File: config.mk
export PLATFORM = sky130hd
export DESIGN_NAME = ex_hazard_forward
export DESIGN_NICKNAME = d
export VERILOG_FILES = /design/src/rtl/ex_hazard_forward.sv
export SDC_FILE = /design/constraint.sdc
export NUM_CORES = 1
export LEC_CHECK = 0
export ABC_CLOCK_PERIOD_IN_PS = 2800
export CAP_MARGIN = 25
export CELL_PAD_IN_SITES_DETAIL_PLACEMENT = 1
export CELL_PAD_IN_SITES_GLOBAL_PLACEMENT = 2
export CORE_ASPECT_RATIO = 1.4
export CORE_MARGIN = 10
export CORE_UTILIZATION = 25
export CTS_BUF_LIST = sky130_fd_sc_hd__clkbuf_4
export DETAILED_ROUTE_END_ITERATION = 16
export PLACE_DENSITY_LB_ADDON = 0.1
export RECOVER_POWER = 25
export REMOVE_ABC_BUFFERS = 1
export SYNTH_ARGS = -nofsm -noshare
export SYNTH_HDL_FRONTEND = slang
export SYNTH_SLANG_ARGS = --single-unit
File: constraint.sdc
create_clock -name i_clk -period 2.8 [get_ports i_clk]
set_input_delay 0.84 -clock i_clk [delete_from_list [all_inputs] [get_ports i_clk]]
set_output_delay 0.84 -clock i_clk [all_outputs]
set_load 0.1 [all_outputs]
File: src/rtl/ex_hazard_forward.sv
// EX-stage forwarding and load-use hazard unit.
// Produces per-operand bypass selects from three producers, youngest first:
// EX/MEM, then MEM/WB, then a one-cycle write-back history slot.
// A load-use stall FSM inserts LOAD_LAT stall cycles per hazard.
// A taken branch cancels any stall in progress.
// A saturating counter records how many cycles were stalled.
module ex_hazard_forward #(
  parameter int REG_W    = 5,
  parameter int NUM_SRC  = 2,
  parameter int LOAD_LAT = 1,
  parameter int STAT_W   = 16
) (
  input  logic                       i_clk,
  input  logic                       i_rst_n,
  input  logic [NUM_SRC*REG_W-1:0]   i_ID_EX_rs,
  input  logic [NUM_SRC*REG_W-1:0]   i_IF_ID_rs,
  input  logic                       i_IF_ID_valid,
  input  logic [REG_W-1:0]           i_ID_EX_Rd,
  input  logic                       i_ID_EX_reg_write,
  input  logic                       i_ID_EX_mem_read,
  input  logic [REG_W-1:0]           i_EX_MEM_Rd,
  input  logic                       i_EX_MEM_reg_write,
  input  logic                       i_EX_MEM_mem_read,
  input  logic [REG_W-1:0]           i_MEM_WB_Rd,
  input  logic                       i_MEM_WB_reg_write,
  input  logic                       i_branch_flush,
  output logic [2*NUM_SRC-1:0]       o_forward,
  output logic                       o_stall,
  output logic                       o_flush_ID_EX,
  output logic [STAT_W-1:0]          o_stall_cycles
);

  localparam int CNT_W = (LOAD_LAT < 1) ? 1 : $clog2(LOAD_LAT + 1);

  typedef enum logic [0:0] {
    ST_IDLE  = 1'b0,
    ST_STALL = 1'b1
  } state_t;

  state_t                 state_r;
  state_t                 state_nxt_s;
  logic [CNT_W-1:0]       cnt_r;
  logic [CNT_W-1:0]       cnt_nxt_s;
  logic                   hist_valid_r;
  logic [REG_W-1:0]       hist_rd_r;
  logic [STAT_W-1:0]      stall_cnt_r;
  logic                   ex_mem_qual_s;
  logic                   mem_wb_qual_s;
  logic                   hz_match_s;
  logic                   hz_s;
  logic [2*NUM_SRC-1:0]   forward_s;
  logic                   stall_s;
  logic                   flush_id_ex_s;

  // A load in EX/MEM has no result yet, so it must never be a bypass source.
  assign ex_mem_qual_s = i_EX_MEM_reg_write && (i_EX_MEM_Rd != '0) && !i_EX_MEM_mem_read;
  assign mem_wb_qual_s = i_MEM_WB_reg_write && (i_MEM_WB_Rd != '0);

  // Per-operand bypass select, youngest producer wins, x0 always reads the regfile.
  always_comb begin
    forward_s = '0;
    if (!i_rst_n) begin
      forward_s = '0;
    end else begin
      for (int k = 0; k < NUM_SRC; k++) begin
        if (i_ID_EX_rs[k*REG_W +: REG_W] == '0) begin
          forward_s[2*k +: 2] = 2'b00;
        end else if (ex_mem_qual_s && (i_EX_MEM_Rd == i_ID_EX_rs[k*REG_W +: REG_W])) begin
          forward_s[2*k +: 2] = 2'b01;
        end else if (mem_wb_qual_s && (i_MEM_WB_Rd == i_ID_EX_rs[k*REG_W +: REG_W])) begin
          forward_s[2*k +: 2] = 2'b10;
        end else if (hist_valid_r && (hist_rd_r == i_ID_EX_rs[k*REG_W +: REG_W])) begin
          forward_s[2*k +: 2] = 2'b11;
        end else begin
          forward_s[2*k +: 2] = 2'b00;
        end
      end
    end
  end

  // Load-use detection: any ID-stage source needs the load currently in EX.
  always_comb begin
    hz_match_s = 1'b0;
    for (int k = 0; k < NUM_SRC; k++) begin
      hz_match_s = hz_match_s | (i_IF_ID_rs[k*REG_W +: REG_W] == i_ID_EX_Rd);
    end
  end

  assign hz_s = i_ID_EX_mem_read && i_ID_EX_reg_write && (i_ID_EX_Rd != '0)
                && i_IF_ID_valid && hz_match_s;

  // Stall FSM next-state and outputs; branch flush overrides any stall.
  always_comb begin
    state_nxt_s   = state_r;
    cnt_nxt_s     = cnt_r;
    stall_s       = 1'b0;
    flush_id_ex_s = 1'b0;
    if (!i_rst_n) begin
      state_nxt_s = ST_IDLE;
      cnt_nxt_s   = '0;
    end else if (i_branch_flush) begin
      state_nxt_s = ST_IDLE;
      cnt_nxt_s   = '0;
    end else begin
      case (state_r)
        ST_IDLE: begin
          if (hz_s) begin
            stall_s       = 1'b1;
            flush_id_ex_s = 1'b1;
            if (LOAD_LAT > 1) begin
              state_nxt_s = ST_STALL;
              cnt_nxt_s   = CNT_W'(LOAD_LAT - 1);
            end else begin
              state_nxt_s = ST_IDLE;
              cnt_nxt_s   = '0;
            end
          end else begin
            state_nxt_s = ST_IDLE;
            cnt_nxt_s   = '0;
          end
        end
        ST_STALL: begin
          stall_s       = 1'b1;
          flush_id_ex_s = 1'b1;
          cnt_nxt_s     = cnt_r - CNT_W'(1);
          if (cnt_r == CNT_W'(1)) begin
            state_nxt_s = ST_IDLE;
          end else begin
            state_nxt_s = ST_STALL;
          end
        end
        default: begin
          state_nxt_s = ST_IDLE;
          cnt_nxt_s   = '0;
        end
      endcase
    end
  end

  // Stall FSM state and remaining-cycle counter.
  always_ff @(posedge i_clk) begin
    if (!i_rst_n) begin
      state_r <= ST_IDLE;
      cnt_r   <= '0;
    end else begin
      state_r <= state_nxt_s;
      cnt_r   <= cnt_nxt_s;
    end
  end

  // History slot remembers last cycle's write-back so a held instruction still sees it.
  always_ff @(posedge i_clk) begin
    if (!i_rst_n) begin
      hist_valid_r <= 1'b0;
      hist_rd_r    <= '0;
    end else begin
      hist_valid_r <= i_MEM_WB_reg_write && (i_MEM_WB_Rd != '0);
      hist_rd_r    <= i_MEM_WB_Rd;
    end
  end

  // Saturating count of stalled cycles.
  always_ff @(posedge i_clk) begin
    if (!i_rst_n) begin
      stall_cnt_r <= '0;
    end else if (stall_s && (stall_cnt_r != '1)) begin
      stall_cnt_r <= stall_cnt_r + STAT_W'(1);
    end else begin
      stall_cnt_r <= stall_cnt_r;
    end
  end

  assign o_forward      = forward_s;
  assign o_stall        = stall_s;
  assign o_flush_ID_EX  = flush_id_ex_s;
  assign o_stall_cycles = stall_cnt_r;

endmodule

After elaboration in Yosys (flattened, before gate mapping) --
Index checks and enable logic that the tools add are counted.
Storage, ports and cells: flip-flop bits (word level) 24, input port bits 44, output and inout bits 22, logic and storage cells 56
Operators by class: $add $sub $neg 2, equality and inequality tests 9, muxes and demuxes 16, bitwise operators 3, reductions and logical operators 21
Operators with widths (count):
- $eq A5 B5 Y1 | 8
- $add A16 B1 Y16 const B | 1
- $mux W2 | 8
- $ne A16 B16 Y1 const B | 1
- $reduce_bool A5 Y1 | 3
- $logic_and A1 B1 Y1 | 14
- $logic_not A5 Y1 | 2
- $pmux W1 S2 | 3
- $mux W1 | 4
- $mux W4 | 1
- $not A1 Y1 | 2
- $reduce_or A2 Y1 | 1
- $logic_not A1 Y1 | 1
- $or A1 B1 Y1 | 1
- $sub A1 B1 Y1 const B | 1

Logic depth before layout (Yosys ltp) --
Gate-level depths: netlist (run 1).
word-level depth 9, mapped depth 8, gate-level depth less buffers 6

Worst setup path before layout (run 1) --
Ideal clock, no wire load.
path kind input to output, start point input port i_EX_MEM_Rd[1], end point output port o_forward[1], data arrival time 3.896 ns, required time 1.960 ns, slack -1.936 ns, stages on the path 4, buffers on the path 0, cell sequence or4_1 > o21ai_0 > nor4_1 > a211oi_1
Between the ends: longest elaborated chain between the ends 7, elaborated cells between the ends (all ways) 8, those cells by class 1 x eq/ne; 3 x mux; 4 x reduce/logical
Ends and longest elaborated chain:
- from (decl) | RTL line 21 | input logic [REG_W-1:0] i_EX_MEM_Rd,
- $reduce_bool A5 Y1 | RTL line 56 | assign ex_mem_qual_s = i_EX_MEM_reg_write && (i_EX_MEM_Rd != '0) && !i_EX_MEM_mem_read;
- $logic_and A1 B1 Y1 (2 in a row) | RTL line 56
- $logic_and A1 B1 Y1 * | RTL line 68 | end else if (ex_mem_qual_s && (i_EX_MEM_Rd == i_ID_EX_rs[k*REG_W +: REG_W])) begin
- $mux W2 * | RTL line 68
- $mux W2 * | RTL line 66 | if (i_ID_EX_rs[k*REG_W +: REG_W] == '0) begin
- $mux W4 * | RTL line 62 | if (!i_rst_n) begin
- to (decl) | RTL line 27 | output logic [2*NUM_SRC-1:0] o_forward,
Every way passes the cells marked *; elsewhere a longest branch is shown, timed or not.

Worst setup path in the final report (run 1) --
start point input port i_MEM_WB_Rd[4], end point output port o_forward[0]
Between the ends: longest elaborated chain between the ends 7, elaborated cells between the ends (all ways) 8, those cells by class 1 x eq/ne; 4 x mux; 3 x reduce/logical
Ends and longest elaborated chain:
- from (decl) | RTL line 24 | input logic [REG_W-1:0] i_MEM_WB_Rd,
- $reduce_bool A5 Y1 | RTL line 57 | assign mem_wb_qual_s = i_MEM_WB_reg_write && (i_MEM_WB_Rd != '0);
- $logic_and A1 B1 Y1 | RTL line 57
- $logic_and A1 B1 Y1 * | RTL line 70 | end else if (mem_wb_qual_s && (i_MEM_WB_Rd == i_ID_EX_rs[k*REG_W +: REG_W])) begin
- $mux W2 * | RTL line 70
- $mux W2 * | RTL line 68
- $mux W2 * | RTL line 66
- $mux W4 * | RTL line 62
Marks and branches as above.

==> flow_metrics.env, run 1 <==
export IMPL_outcome="finished, violations left"
export IMPL_violations="negative setup slack"
export IMPL_fmax_mhz=319
export IMPL_num_antenna_cells=0
export IMPL_synth_cells=198
export IMPL_cp_arrival_ns=2.29
export IMPL_ys_flop_type="dfxtp_1"
export IMPL_dp_cells=372
export IMPL_antenna_found_initial=0
export IMPL_register_area_um2=440
export IMPL_num_io_pins=66
export IMPL_yosys_warnings=0
export IMPL_final_area_mm2=0.00303
export IMPL_critical_path_buf_inv_count=2
export IMPL_drt_iter0_drc=31
export IMPL_cp_cell_sequence="buf_6 -> or4_1 -> o21a_1 -> nand4_1 -> a31oi_1 -> nor2_1 -> buf_12"
export IMPL_grt_total_usage_pct=13.4
export IMPL_synthToLayoutAreaGrowth_pct=80.7
export IMPL_clkLatencyLatePin_ns=0.32
export IMPL_cp_slowest_stage_delay_ns=0.51
export IMPL_ys_seq_elements=22
export IMPL_critical_path_top_delay_family="simple AND/OR/NAND/NOR gates"
export IMPL_start_kind="primary input"
export IMPL_final_util_pct=46.1
export IMPL_num_rows=35
export IMPL_cts_path_max_buffers=2
export IMPL_period_share_pct=112
export IMPL_dr_total_vias=1969
export IMPL_clk_pin_slew_worst_paths_ns=0.13
export IMPL_setup_slack_ns=-0.333
export IMPL_final_cells=400
export IMPL_ys_types=41
export IMPL_ir_drop_mv=0.185
export IMPL_worst_pin_slew_ns=0.467
export IMPL_cp_end_kind="output pin"
export IMPL_placed_cell_area_mm2=0.00271
export IMPL_cpMaxStageDelayCell="or4_1"
export IMPL_grt_max_degree=20
export IMPL_cts_hold_buf=0
export IMPL_dieArea_mm2=0.0104
export IMPL_skew_ns=0.0134
export IMPL_grt_pass1_vias=2116
export IMPL_dpl_hpwl_um=5530
export IMPL_grt_pass1_wl_um=10900
export IMPL_wl_per_cell_um=17.6
export IMPL_multi_input_area_mm2=0.00131
export IMPL_setup_viol=4
export IMPL_rsz0062_at_grt="true"
export IMPL_num_fill_cells=790
export IMPL_gp_congestion=0.826
export IMPL_cellLeakagePower_nw=1.27
export IMPL_die_h_um=117
export IMPL_firstDrtPassIters=4
export IMPL_start_util_pct=25.5
export IMPL_htree_levels=1
export IMPL_hold_violations=0
export IMPL_drc=0
export IMPL_cts_sinks=22
export IMPL_powerDensity_mw_per_mm2=281
export IMPL_crit_fanout=3
export IMPL_critPathKind="primary input to output pin"
export IMPL_grt_ovfl_total=0
export IMPL_cts_tree="done"
export IMPL_numCtsBuffers=3
export IMPL_ys_seq_area_share_pct=26.3
export IMPL_synth_edf_count=0
export IMPL_final_antenna_net_count=0
export IMPL_nets=372
export IMPL_hp_class="register to register"
export IMPL_maxSlewViolCount=0
export IMPL_max_cap_violations=0
export IMPL_coreArea_mm2=0.00657
export IMPL_die_w_um=89.2
export IMPL_slew_headroom_pct=68.9
export IMPL_syn_area_per_cell_um2=8.47
export IMPL_root_buffer="clkbuf_4"
export IMPL_dp_slack_ns=-0.792
export IMPL_vias_per_cell=4.92
export IMPL_postRouteWirelength_um=7050
export IMPL_syn_area_mm2=0.00168
export IMPL_total_power_mw=0.852
export IMPL_synthArstFlopShare_pct=0
export IMPL_layout_drive_gt1_share_pct=46.0
export IMPL_required_ns=1.96
export IMPL_fin_crit_ns=3.13
export IMPL_placement_io_buffers=65
[per-stage QoR]
stage	hold slack, ns	setup TNS [ns]
finish	0.517	-1.19
global route	0.564	-1.48
CTS	0.520	-1.36
detailed placement	0.500	-4.13
global placement	0.484	-3.89
floorplan	0.904	-7.68
[report_power, final]
group | switching, mW | internal, mW | leakage, nW
sequential | 0.00481 | 0.318 | 0.179
clock | 0.108 | 0.145 | 0.0279
combinational | 0.121 | 0.155 | 1.06
[worst paths after layout]
| path | startpoint | to | slack [ns] | depth (start not counted) |
|---|---|---|---|---|
| worst min-delay path | o_stall_cycles[5] | o_stall_cycles[5] | 0.52 | 2 |
| worst max register to register | o_stall_cycles[0] | o_stall_cycles[1] | 0.65 | 7 |
| worst min register to register | o_stall_cycles[5] | o_stall_cycles[5] | 0.52 | 2 |
| worst max-delay path | i_MEM_WB_Rd[4] | o_forward[0] | -0.33 | 7 |
[cell type report]
class,instances,share of cell area (%)
Multi-Input combinational cell,164,43.3
Timing Repair Buffer,132,36.9
Sequential cell,22,14.5
Tap cell,74,3.06
Clock inverter,1,0.991
Clock buffer,3,0.743
Inverter,4,0.495
[routing by layer]
metal	part of all wire [%]	wire, um	global-route usage (%)
met4	0.51	36	2.87
met2	56	3930	26.2
met3	5.7	403	3.39
met1	38	2680	13.5
met5	0	0	0
[synthesized netlist by cell type (all sizes together), types with 6 or more instances]
cell   count  area share, %
and2       8            3.0
nor4       6            3.0
nand4      8            3.4
xnor2     20             10
o21ai      8            2.4
xor2      20             10
dfxtp     22             26
nand2     13            3.4
nor2       7            1.6
nand3     12            3.6
or4       12            5.4
o31ai      8            3.6
a21oi     12            3.6
[state kept, by name, summed over array words and instances, names as in the netlist]
register / count
hist_valid_r: 1
o_stall_cycles: 16
hist_rd_r: 5
[what timing repair did]
item,4_1_cts,5_1_grt
pin swaps,39,33
cloned,0,1
endpoints found under the hold margin,0,0
setup endpoints to repair,6,16
setup buffers,15,8
resized for setup,104,45
[logic make-up (layout without fill, tap and decap cells)]
| kind of cell | Yosys count | count (layout) | share of synthesized area [%] |
|---|---|---|---|
| multiplexers | 3 | 3 | 1.79 |
| adder cells (fa/ha/maj) | 1 | 1 | 0.746 |
| buffers and inverters | 12 | 140 | 4.55 |
| AND/OR/NAND/NOR | 83 | 83 | 31.6 |
| XOR/XNOR | 40 | 40 | 20.9 |
| AO/OA/AOI/OAI | 37 | 37 | 14.2 |
| flip-flops | 22 | 22 | 26.3 |
[worst register-to-register path: cells and delay by family, from the launching register on]
kind                       cells  cell delay [ns]
and+or+nand+nor                3             0.90
DFF                            1             0.49
adders and majority gates      1             0.32
AOI/OAI and AO/OA              2             0.22
buffers and inverters          1             0.15
[layout by cell type (no fill, tap or decap), drive strengths merged]
master	instances
buf	97
dfxtp	22
xor2	20
xnor2	20
clkbuf	19
nand2	13
nand3	12
a21oi	12
or4	12
dlygate4sd2	11
o31ai	8
nand4	8
and2	8
o21ai	8
nor2	7
nor4	6
clkdlybuf4s15	5
or3	4
inv	4
nor3	4
and3	3
mux2i	3
a211oi	3
a31oi	2
nand2b	2
dlymetal6s2s	2
nand4b	2
o21a	1
nor2b	1
o22ai	1
o22a	1
nor4b	1
o211ai	1
ha	1
bufinv	1
clkdlybuf4s50	1
Power figures use the tool's default switching activity.
==> inputs of run 2 (changes only) <==
Settings changed: CTS_CLUSTER_DIAMETER set to 200.
==> results of run 2 <==
Same layout as run 1: the final DEF is identical, and so are final timing and power.
==> inputs of run 3 (changes only) <==
--- a/constraint.sdc
+++ b/constraint.sdc
@@ -3,2 +3,2 @@
 set_output_delay 0.84 -clock i_clk [all_outputs]
-set_load 0.1 [all_outputs]
+set_load 0.01 [all_outputs]
==> run 3 against run 2 <==
Effect of this change: the run still ends with negative setup slack left; clock power decreased by 37%; non-clock buffer count fell by 19; count of clock-buffer cells in the layout stayed put; largest power group unchanged.
==> flow_metrics.env, run 3 (synthesis gave the netlist of run 1 again) <==
export IMPL_outcome="finished, violations left"
export IMPL_violations="negative setup slack"
export IMPL_ir_drop_mv=0.152
export IMPL_final_util_pct=42.6
export IMPL_grt_pass1_wl_um=10600
export IMPL_setup_slack_ns=-0.173
export IMPL_rr_startpoint="o_stall_cycles[0]"
export IMPL_num_io_pins=66
export IMPL_ff2ff_setup_slack_ns=0.69
export IMPL_largest_reg_flops=16
export IMPL_p_int_mw=0.496
export IMPL_firstDrtPassIters=3
export IMPL_vias_per_cell=4.91
export IMPL_hold_violations=0
export IMPL_start_kind="primary input"
export IMPL_r2r_end="o_stall_cycles[7]"
export IMPL_endpoint="o_forward[2]"
export IMPL_gp_congestion=0.751
export IMPL_critical_path_startpoint="i_MEM_WB_Rd[3]"
export IMPL_fin_crit_ns=2.97
export IMPL_clk_pin_slew_worst_paths_ns=0.14
export IMPL_drt_iter0_drc=33
export IMPL_die_h_um=117
export IMPL_max_cap_violations=0
export IMPL_placed_cell_area_mm2=0.00269
export IMPL_final_area_mm2=0.00280
export IMPL_p_switching_mw=0.213
export IMPL_worst_pin_slew_ns=0.299
export IMPL_required_ns=1.96
export IMPL_cp_end_kind="output pin"
export IMPL_slew_headroom_pct=79.9
export IMPL_drc=0
export IMPL_grt_total_usage_pct=12.9
export IMPL_numCtsBuffers=3
export IMPL_wl_per_cell_um=17.2
export IMPL_grt_ovfl_total=0
export IMPL_ff2ff_path_depth=7
export IMPL_start_util_pct=25.5
export IMPL_critPathKind="primary input to output pin"
export IMPL_hp_class="register to register"
export IMPL_grt_max_degree=13
export IMPL_powerDensity_mw_per_mm2=254
export IMPL_layout_drive_gt1_share_pct=32.9
export IMPL_dpl_hpwl_um=5430
export IMPL_p_sw_share_pct=30.0
export IMPL_final_common_cell="buf_4"
export IMPL_rsz0062_at_grt="true"
export IMPL_dieArea_mm2=0.0104
export IMPL_synthToLayoutAreaGrowth_pct=66.8
export IMPL_cp_arrival_ns=2.13
export IMPL_setup_viol=4
export IMPL_htree_levels=1
export IMPL_root_buffer="clkbuf_4"
export IMPL_cts_hold_buf=0
export IMPL_final_antenna_net_count=0
export IMPL_die_w_um=89.2
export IMPL_total_power_mw=0.709
export IMPL_coreArea_mm2=0.00657
export IMPL_nets=353
export IMPL_dr_total_vias=1869
export IMPL_p_seq_share_pct=45.5
export IMPL_antenna_found_initial=0
export IMPL_num_rows=35
export IMPL_postRouteWirelength_um=6570
export IMPL_period_share_pct=106
export IMPL_cts_tree="done"
export IMPL_grt_pass1_vias=2062
export IMPL_final_cell_mix="buf_4 (46), dfxtp_1 (22), xor2_1 (20)"
export IMPL_maxSlewViolCount=0
export IMPL_num_antenna_cells=0
export IMPL_cellLeakagePower_nw=1.12
export IMPL_skew_ns=0.0122
export IMPL_p_comb_share_pct=32.2
export IMPL_clkLatencyLatePin_ns=0.32
export IMPL_cts_sinks=22
export IMPL_pwr_share_clk_pct=22.3
export IMPL_placement_io_buffers=65
export IMPL_fmax_mhz=336
export IMPL_crit_fanout=3
export IMPL_cts_path_max_buffers=2
==> run 3: cell types whose count changed in the layout (fill, tap and decap cells not counted), sizes merged <==
cell | before | now
clkinv | 0 | 1
clkdlybuf4s50 | 1 | 17
dlygate4sd2 | 11 | 16
clkbuf | 19 | 8
clkdlybuf4s15 | 5 | 8
dlymetal6s2s | 2 | 4
buf | 97 | 63
bufinv | 1 | 0
==> run 3: through the flow <==
stage / instances / worst slack (ns) / hold WS, ns / setup TNS (ns)
after floorplan: 190 / -0.0254 / 0.508 / -0.0254
after global placement: 373 / -1.02 / 0.486 / -5.49
after detailed placement: 373 / -1.02 / 0.508 / -5.86
after CTS: 380 / -0.179 / 0.527 / -0.642
after global routing: 381 / -0.269 / 0.552 / -0.944
final: 381 / -0.173 / 0.515 / -0.647
==> run 3: area by class of cell <==
class                      count  area (um2)
clock buffer                   3        22.5
clock inverter                 1        3.75
fill                         805        3770
inverter                       4        15.0
multi-input combinational    164        1280
sequential                    22         440
tap                           74        92.6
timing repair buffer         113         943
==> run 3: how the worst min path moves through the flow <==
stage	start	to	slack, ns	cells past startpoint
floorplan	o_stall_cycles[15]	o_stall_cycles[15]	0.51	2
global placement	o_stall_cycles[5]	o_stall_cycles[5]	0.49	2
detailed placement	o_stall_cycles[15]	o_stall_cycles[15]	0.51	2
CTS	o_stall_cycles[15]	o_stall_cycles[15]	0.53	2
global route	o_stall_cycles[5]	o_stall_cycles[5]	0.55	2
finish	o_stall_cycles[15]	o_stall_cycles[15]	0.51	2
==> run 3: layer usage <==
metal  track usage, %  share of wire, %  vias to the layer above  routed length, um
li1                 -                 -                      944                  -
met1             12.3                36                      866               2370
met2             25.4                55                       51               3590
met3             3.25               7.1                        8                465
met4             4.36               2.1                        0                139
met5                0                 0                        -                  0
==> run 3: power by group through the flow <==
stage | sequential, mW | combinational (mW) | clock, mW
global route | 0.323 | 0.250 | 0.173
CTS | 0.323 | 0.226 | 0.170
global placement | 0.330 | 0.219 | 0
floorplan | 0.328 | 0.0733 | 0
finish | 0.323 | 0.229 | 0.158
detailed placement | 0.330 | 0.221 | 0
==> run 3: what timing repair did <==
item / 4_1_cts / 5_1_grt
gates resized for setup: 122 / 23
endpoints found under the setup margin: 6 / 6
pin swaps: 30 / 18
setup buffers: 3 / 1
==> run 3: critical path, stage by stage <==
cell and delay, ns:
buf_6 0.09, or4_1 0.52, o21a_1 0.23, nand4_1 0.13
a31oi_1 0.08, nor2_1 0.10, buf_2 0.14
